===== src/rtl/math24_async_engine_if.sv =====
// Purpose: bundles the math engine's CSR-side signals (operand/control CSR
//          reads in, secondary w2 write port out) into one connection.
// Ports:   iw_math_ctrl/opa/opb/opc (CSR file -> engine), ow_csr_wen/waddr/wdata (engine -> CSR file).
// CSR indices are 12 bits wide; the engine owns the MATH_* index constants.
interface math24_async_engine_if;
    logic [23:0] iw_math_ctrl;
    logic [23:0] iw_math_opa;
    logic [23:0] iw_math_opb;
    logic [23:0] iw_math_opc;
    logic        ow_csr_wen;
    logic [11:0] ow_csr_waddr;
    logic [23:0] ow_csr_wdata;

    // CSR-file side: presents CSR contents, absorbs w2 writes.
    modport master (
        output iw_math_ctrl, iw_math_opa, iw_math_opb, iw_math_opc,
        input  ow_csr_wen, ow_csr_waddr, ow_csr_wdata
    );

    // Engine side.
    modport slave (
        input  iw_math_ctrl, iw_math_opa, iw_math_opb, iw_math_opc,
        output ow_csr_wen, ow_csr_waddr, ow_csr_wdata
    );
endinterface


===== src/rtl/math24_async_engine.sv =====
// Purpose: 24-bit background math coprocessor (mul/div/sqrt/min/max/abs/clamp) fed from CSRs.
// Latency: start -> ACK write -> BUSY status -> CALC (1, 12 or 24 cycles) -> RES0, RES1, STATUS writes.
// Backpressure: none on w2 (one write per cycle); a start seen while busy waits in the CSR until IDLE.
// Ports: iw_clk, iw_rst (async, active-low), bus (slave modport of math24_async_engine_if).
module math24_async_engine (
    input  logic                        iw_clk,
    input  logic                        iw_rst,
    math24_async_engine_if.slave        bus
);
    localparam logic [11:0] IDX_CTRL   = 12'h7C0;
    localparam logic [11:0] IDX_STATUS = 12'h7C1;
    localparam logic [11:0] IDX_RES0   = 12'h7C5;
    localparam logic [11:0] IDX_RES1   = 12'h7C6;

    localparam logic [2:0] S_IDLE   = 3'd0;
    localparam logic [2:0] S_ACK    = 3'd1;
    localparam logic [2:0] S_BUSYST = 3'd2;
    localparam logic [2:0] S_CALC   = 3'd3;
    localparam logic [2:0] S_WR0    = 3'd4;
    localparam logic [2:0] S_WR1    = 3'd5;
    localparam logic [2:0] S_WRST   = 3'd6;

    localparam logic [3:0] OP_MULU    = 4'h0;
    localparam logic [3:0] OP_DIVU    = 4'h1;
    localparam logic [3:0] OP_MULS    = 4'h2;
    localparam logic [3:0] OP_SQRTU   = 4'h3;
    localparam logic [3:0] OP_DIVS    = 4'h5;
    localparam logic [3:0] OP_ABS_S   = 4'h7;
    localparam logic [3:0] OP_MIN_U   = 4'h8;
    localparam logic [3:0] OP_MAX_U   = 4'h9;
    localparam logic [3:0] OP_MIN_S   = 4'hA;
    localparam logic [3:0] OP_MAX_S   = 4'hB;
    localparam logic [3:0] OP_CLAMP_U = 4'hC;
    localparam logic [3:0] OP_CLAMP_S = 4'hD;

    logic [2:0]  state;
    logic [3:0]  op;
    logic [23:0] opa, opb, opc;
    logic [23:0] res1;
    logic        div0;
    logic [4:0]  cnt;
    logic [23:0] div_q, div_r, div_d;
    logic [23:0] sq_x;
    logic [11:0] sq_root;
    logic [13:0] sq_rem;
    logic        wen;
    logic [11:0] waddr;
    logic [23:0] wdata;

    // Signed divide runs on magnitudes; signs are reapplied to the final quotient/remainder.
    logic        a_neg, b_neg, q_neg;
    logic [23:0] a_mag, b_mag;
    assign a_neg = (op == OP_DIVS) && opa[23];
    assign b_neg = (op == OP_DIVS) && opb[23];
    assign q_neg = a_neg ^ b_neg;
    assign a_mag = a_neg ? -opa : opa;
    assign b_mag = b_neg ? -opb : opb;

    // Restoring divide step: shift in next dividend bit, subtract divisor if it fits.
    logic [24:0] div_sh;
    logic        div_ge;
    logic [23:0] div_diff, div_r_nxt, div_q_nxt;
    assign div_sh    = {div_r, div_q[23]};
    assign div_ge    = div_sh >= {1'b0, div_d};
    assign div_diff  = div_sh[23:0] - div_d;   // exact whenever div_ge, result < divisor
    assign div_r_nxt = div_ge ? div_diff : div_sh[23:0];
    assign div_q_nxt = {div_q[22:0], div_ge};

    // Digit-by-digit square root: two radicand bits in, one root bit out per step.
    logic [15:0] sq_sh, sq_trial;
    logic        sq_ge;
    logic [13:0] sq_rem_nxt;
    logic [11:0] sq_root_nxt;
    assign sq_sh       = {sq_rem, sq_x[23:22]};
    assign sq_trial    = {2'b00, sq_root, 2'b01};
    assign sq_ge       = sq_sh >= sq_trial;
    assign sq_rem_nxt  = 14'(sq_ge ? (sq_sh - sq_trial) : sq_sh);
    assign sq_root_nxt = {sq_root[10:0], sq_ge};

    // Single-cycle datapath.
    logic [47:0] prod_u, prod_s;
    logic        lt_u, lt_s;
    logic [23:0] lo_u, lo_s, cl_u, cl_s;
    assign prod_u = {24'd0, opa} * {24'd0, opb};
    // Low 48 bits of the product of sign-extended operands is the signed product.
    assign prod_s = {{24{opa[23]}}, opa} * {{24{opb[23]}}, opb};
    assign lt_u   = opa < opb;
    assign lt_s   = $signed(opa) < $signed(opb);
    assign lo_u   = (opa < opc) ? opc : opa;
    assign cl_u   = (lo_u > opb) ? opb : lo_u;
    assign lo_s   = ($signed(opa) < $signed(opc)) ? opc : opa;
    assign cl_s   = ($signed(lo_s) > $signed(opb)) ? opb : lo_s;

    logic [23:0] calc_r0, calc_r1;
    logic        calc_div0, calc_done;
    always_comb begin
        calc_r0   = '0;
        calc_r1   = '0;
        calc_div0 = 1'b0;
        calc_done = 1'b1;
        case (op)
            OP_MULU: begin calc_r0 = prod_u[23:0]; calc_r1 = prod_u[47:24]; end
            OP_MULS: begin calc_r0 = prod_s[23:0]; calc_r1 = prod_s[47:24]; end
            OP_DIVU, OP_DIVS: begin
                if (opb == 24'd0) begin
                    calc_r0   = 24'hFFFFFF;
                    calc_r1   = opa;
                    calc_div0 = 1'b1;
                end else begin
                    calc_done = (cnt == 5'd23);
                    calc_r0   = q_neg ? -div_q_nxt : div_q_nxt;
                    calc_r1   = a_neg ? -div_r_nxt : div_r_nxt;
                end
            end
            OP_SQRTU: begin
                calc_done = (cnt == 5'd11);
                calc_r0   = {12'd0, sq_root_nxt};
                calc_r1   = {10'd0, sq_rem_nxt};
            end
            OP_ABS_S:   calc_r0 = opa[23] ? -opa : opa;
            OP_MIN_U:   calc_r0 = lt_u ? opa : opb;
            OP_MAX_U:   calc_r0 = lt_u ? opb : opa;
            OP_MIN_S:   calc_r0 = lt_s ? opa : opb;
            OP_MAX_S:   calc_r0 = lt_s ? opb : opa;
            OP_CLAMP_U: calc_r0 = cl_u;
            OP_CLAMP_S: calc_r0 = cl_s;
            default: ;
        endcase
    end

    // Write outputs are registered on entry to each write state, so they are
    // valid exactly while the FSM sits in that state.
    always_ff @(posedge iw_clk or negedge iw_rst) begin
        if (!iw_rst) begin
            state <= S_IDLE;  op <= '0;  opa <= '0;  opb <= '0;  opc <= '0;
            res1 <= '0;  div0 <= 1'b0;  cnt <= '0;
            div_q <= '0;  div_r <= '0;  div_d <= '0;
            sq_x <= '0;  sq_root <= '0;  sq_rem <= '0;
            wen <= 1'b0;  waddr <= '0;  wdata <= '0;
        end else begin
            wen <= 1'b0;
            case (state)
                S_IDLE: if (bus.iw_math_ctrl[0]) begin
                    op    <= bus.iw_math_ctrl[4:1];
                    opa   <= bus.iw_math_opa;
                    opb   <= bus.iw_math_opb;
                    opc   <= bus.iw_math_opc;
                    div0  <= 1'b0;
                    state <= S_ACK;
                    wen   <= 1'b1;
                    waddr <= IDX_CTRL;
                    wdata <= {bus.iw_math_ctrl[23:1], 1'b0};
                end
                S_ACK: begin
                    state <= S_BUSYST;
                    wen   <= 1'b1;
                    waddr <= IDX_STATUS;
                    wdata <= 24'h000002;
                end
                S_BUSYST: begin
                    state   <= S_CALC;
                    cnt     <= '0;
                    div_q   <= a_mag;
                    div_r   <= '0;
                    div_d   <= b_mag;
                    sq_x    <= opa;
                    sq_root <= '0;
                    sq_rem  <= '0;
                end
                S_CALC: begin
                    cnt     <= cnt + 5'd1;
                    div_q   <= div_q_nxt;
                    div_r   <= div_r_nxt;
                    sq_x    <= {sq_x[21:0], 2'b00};
                    sq_root <= sq_root_nxt;
                    sq_rem  <= sq_rem_nxt;
                    if (calc_done) begin
                        state <= S_WR0;
                        res1  <= calc_r1;
                        div0  <= calc_div0;
                        wen   <= 1'b1;
                        waddr <= IDX_RES0;
                        wdata <= calc_r0;
                    end
                end
                S_WR0: begin
                    state <= S_WR1;
                    wen   <= 1'b1;
                    waddr <= IDX_RES1;
                    wdata <= res1;
                end
                S_WR1: begin
                    state <= S_WRST;
                    wen   <= 1'b1;
                    waddr <= IDX_STATUS;
                    wdata <= {21'd0, div0, 1'b0, 1'b1};
                end
                default: state <= S_IDLE;
            endcase
        end
    end

    assign bus.ow_csr_wen   = wen;
    assign bus.ow_csr_waddr = waddr;
    assign bus.ow_csr_wdata = wdata;
endmodule


===== src/flat_wrapper.sv =====
// flat-port wrapper written by rule: the top's interface ports become plain ports
module math24_async_engine_flat 
  (iw_clk, iw_rst, bus_iw_math_ctrl, bus_iw_math_opa, bus_iw_math_opb, bus_iw_math_opc, bus_ow_csr_wen, bus_ow_csr_waddr, bus_ow_csr_wdata);
  math24_async_engine_if bus_i ();
  input  logic iw_clk;
  input  logic iw_rst;
  input wire logic [$bits(bus_i.iw_math_ctrl)-1:0] bus_iw_math_ctrl;
  input wire logic [$bits(bus_i.iw_math_opa)-1:0] bus_iw_math_opa;
  input wire logic [$bits(bus_i.iw_math_opb)-1:0] bus_iw_math_opb;
  input wire logic [$bits(bus_i.iw_math_opc)-1:0] bus_iw_math_opc;
  output wire logic [$bits(bus_i.ow_csr_wen)-1:0] bus_ow_csr_wen;
  output wire logic [$bits(bus_i.ow_csr_waddr)-1:0] bus_ow_csr_waddr;
  output wire logic [$bits(bus_i.ow_csr_wdata)-1:0] bus_ow_csr_wdata;
  assign bus_i.iw_math_ctrl = bus_iw_math_ctrl;
  assign bus_i.iw_math_opa = bus_iw_math_opa;
  assign bus_i.iw_math_opb = bus_iw_math_opb;
  assign bus_i.iw_math_opc = bus_iw_math_opc;
  assign bus_ow_csr_wen = bus_i.ow_csr_wen;
  assign bus_ow_csr_waddr = bus_i.ow_csr_waddr;
  assign bus_ow_csr_wdata = bus_i.ow_csr_wdata;
  math24_async_engine u_core (.iw_clk(iw_clk), .iw_rst(iw_rst), .bus(bus_i));
endmodule

===== config.mk =====
export PLATFORM = sky130hd
export DESIGN_NAME = math24_async_engine_flat
export DESIGN_NICKNAME = d
export VERILOG_FILES = /design/src/rtl/math24_async_engine_if.sv /design/src/rtl/math24_async_engine.sv /design/src/flat_wrapper.sv
export SDC_FILE = /design/constraint.sdc
export NUM_CORES = 2
export LEC_CHECK = 0
export BUFFER_PORTS_ARGS = -buffer_cell sky130_fd_sc_hd__buf_2
export CORE_ASPECT_RATIO = 2
export CORE_MARGIN = 2
export CORE_UTILIZATION = 30
export CTS_BUF_LIST = sky130_fd_sc_hd__clkbuf_16
export CTS_CLUSTER_SIZE = 8
export DETAILED_ROUTE_END_ITERATION = 12
export PLACE_DENSITY = 0.52
export SETUP_SLACK_MARGIN = 0.05
export SYNTH_ARGS = -nofsm -noshare
export SYNTH_HDL_FRONTEND = slang
export SYNTH_SLANG_ARGS = --single-unit

===== constraint.sdc =====
create_clock -name iw_clk -period 12.8 [get_ports iw_clk]
set_clock_uncertainty 0.05 [all_clocks]
set_input_delay 3.84 -clock iw_clk [delete_from_list [all_inputs] [get_ports iw_clk]]
set_output_delay 3.84 -clock iw_clk [all_outputs]
set_load 0.02 [all_outputs]

==> metrics.txt <==
worst hold start u_core.sq_x[1]$_DFFE_PN0P_; Vias 43.20k; root buffer cell clkbuf_16; I/O pin total 135; Period minus WS final 9.790 ns; reg-to-reg endpoint u_core.res1[22]$_DFFE_PN0P_; global-route wire length before repair 325700 um; Tightest Pin Transition 1.400 ns; clock buffer depth 3; CP startpoint u_core.opa[12]$_DFFE_PN0P_; TritonCTS clock tree done; Multi-input gate area 38700 um^2; post-CTS setup buffers 0; grt total ovfl 0; final worst path period share 76.49%; Slew Limit Fails 0; clk slew on worst S/H paths 0.06 ns; Yosys Warn Count 0; type of the tightest min-delay check flip-flop to flip-flop; FF-to-FF path depth 23; # hold bufs at CTS 0; Initial Util 30.20%; max frequency 0.1021 GHz; R2R Setup Slk 3.01 ns; Slew headroom 6.663%; vias in the first global route 46.82k; Mapped Cells 5783; area grow syn2layout 8.632%; CTS H-Tree Depth 2; most numerous cell on the critical path fa_1; Req. time, crit path 13.25 ns; largest net degree at the start of global routing 92; maximum net fanout on the critical path 25; Worst Setup Start Kind flip-flop; Post-synth EDFFs 0; All-Layer GR Usage 26.60%; Gates resized, CTS repair 0; crit path DAT 10.24 ns; Die H 583.2 um; CP cell instances buf_4 > nand2_1 > fa_1 > fa_1 > inv_1 > fa_1 > fa_1 > fa_1 > inv_1 > fa_1 > fa_1 > inv_1 > ha_1 > nand2_1 > or3b_1 > a2bb2oi_1 > a211oi_1 > a2111oi_0 > o221ai_1 > o31ai_1 > xnor2_1 > nand2_1 > a31oi_1; DRC viols 0; synth unique cells 100; sequential fraction of the synthesis area 12.93%; Final nets 7098; # fillers 17.64k; post-synthesis register bit count 260; Placed Area 53530 um^2; post-route cell area 54650 um^2; DP HPWL 181300 um; max_cap viols 0; drt pass-1 iters 9; Hold Vio Cnt, Final 0; port bufs 130; layout cells sized above 1 7.142%; Async SR Flop Fraction 100.0%; initial antenna violation count 22; Die X 293.6 um; Detail Route Antenna Nets 0; Mapped Area 50310 um^2; total wire length 227800 um; CP peak stage delay 0.97 ns; fin util 32.81%; Synth Flop Type dfrtp_1; Slowest-stage cell, CP a2bb2oi_1; status finished, final reports clean; Num Clock Sinks 260; vias per cell 5.438; RSZ-0062 raised after global routing false; Sequential Area 6531 um^2; average size of a mapped cell 8.700 um^2; row count 212; setup TNS 0 ns; total CTS buffers 39; RR Startpoint u_core.opa[12]$_DFFE_PN0P_; DRT iter0 DRCs 3068; crit path to u_core.res1[22]$_DFFE_PN0P_; Setup CP Type flip-flop to flip-flop; worst skew pair latency 0.65 ns; CORE AREA 166600 um^2; final setup fails 0; placer congestion estimate 1.005; per-cell routed wire length 28.67 um; Crit. End Element flip-flop; DIE AREA 171200 um^2
## stage by stage
step                      cells  hold WS (ns)  setup WS [ns]
after floorplan            5786        0.3919          4.856
after global placement     7881        0.4108          3.522
after detailed placement   7881        0.4171          3.462
after CTS                  7937        0.4286          3.368
after global routing       7942        0.4452          2.636
final                      7944        0.4284          3.010
## synthesized netlist by cell type, drive strengths merged, types with 63 or more instances
cell type	n	area share, %
a21o	94	1.4
a21oi	284	2.8
and2	221	2.7
clkbuf	247	1.8
dfrtp	260	13
fa	808	32
ha	410	10
inv	1061	7.9
mux2i	63	1.3
nand2	648	4.8
nand3	68	0.71
nor2	276	2.1
o21ai	327	3.3
xnor2	126	2.2
xor2	92	1.6
## final cells by class
| class | count | share of cell area, % |
|---|---|---|
| Inverter | 1066 | 7.321 |
| Antenna cell | 7 | 0.03205 |
| Timing Repair Buffer | 257 | 2.953 |
| Tap cell | 2140 | 4.899 |
| Sequential cell | 260 | 11.95 |
| Clock inverter | 17 | 0.2450 |
| Multi-Input combinational cell | 4158 | 70.81 |
| Clock buffer | 39 | 1.786 |
## placed cells by master, fill, tap and decap left out, types with 18 or more instances in the layout
| cell | instances |
|---|---|
| inv_1 | 1070 |
| fa_1 | 808 |
| nand2_1 | 646 |
| ha_1 | 410 |
| o21ai_0 | 318 |
| a21oi_1 | 280 |
| nor2_1 | 271 |
| dfrtp_1 | 242 |
| and2_1 | 221 |
| buf_2 | 129 |
| buf_4 | 127 |
| xnor2_1 | 126 |
| a21o_1 | 94 |
| xor2_1 | 92 |
| nand3_1 | 66 |
| mux2i_1 | 63 |
| nor3_1 | 57 |
| mux2_2 | 49 |
| nand2b_1 | 46 |
| clkbuf_16 | 39 |
| a211oi_1 | 38 |
| a31oi_1 | 37 |
| nand4_1 | 32 |
| o21a_1 | 32 |
| o211ai_1 | 28 |
| o31ai_1 | 27 |
| a221oi_1 | 27 |
| or3_1 | 26 |
| nor2b_1 | 24 |
| and3_1 | 21 |
| a22oi_1 | 20 |
| nor3b_1 | 19 |
| o221ai_1 | 18 |
| o22ai_1 | 18 |
## cells by family (layout without fill, tap and decap cells)
group | Yosys count | in the layout | synth area share, %
muxes | 113 | 113 | 2.372
xor gates and xnor gates | 218 | 218 | 3.795
AOI/OAI and AO/OA | 1100 | 1100 | 14.03
DFF | 260 | 260 | 12.93
buffers and inverters | 1368 | 1379 | 10.33
other | 1 | 11 | 0.007453
and+or+nand+nor | 1505 | 1505 | 14.20
adders and majority gates | 1218 | 1218 | 42.35
## flip-flops by register name, summed over array words and instances, names as in the netlist
register and cells:
u_core.opa 24, u_core.div_d 24, u_core.sq_root 12, u_core.sq_rem 14, u_core.opb 24, u_core.div_q 24
u_core.bus.ow_csr_waddr 4, u_core.state 3, u_core.sq_x 24, u_core.div_r 24, u_core.res1 24, u_core.bus.ow_csr_wdata 24
u_core.bus.ow_csr_wen 1, u_core.op 4, u_core.opc 24, u_core.div0 1, u_core.cnt 5
## layer usage
layer / routed length, um / vias up / track usage [%]
met4: 23650 / 16 / 22.31
met5: 100 / - / 0
met3: 12100 / 751 / 3.596
met1: 77110 / 22060 / 27.26
met2: 114800 / 1800 / 47.68
li1: - / 18571 / -
## worst max-delay path: cells and delay by family, from the launching register on
kind                       cells  cell delay (ns)
adders and majority gates      8             4.12
AOI/OAI and AO/OA              6             2.94
DFF                            1             0.81
buffers and inverters          4             0.79
and+or+nand+nor                4             0.74
xor gates and xnor gates       1             0.16
## worst min path at each step
stage	slack (ns)	to	cells past startpoint
global route	0.45	u_core.bus.ow_csr_wdata[10]$_DFFE_PN0P_	1
finish	0.43	u_core.sq_x[1]$_DFFE_PN0P_	2
floorplan	0.39	u_core.res1[17]$_DFFE_PN0P_	2
global placement	0.41	u_core.sq_rem[12]$_DFFE_PN0P_	2
CTS	0.43	u_core.sq_rem[12]$_DFFE_PN0P_	2
detailed placement	0.42	u_core.sq_rem[12]$_DFFE_PN0P_	2
Power is left out: the tool's default activity adds up to more than one toggle a clock period on the data nets, which glitch-free logic cannot reach.
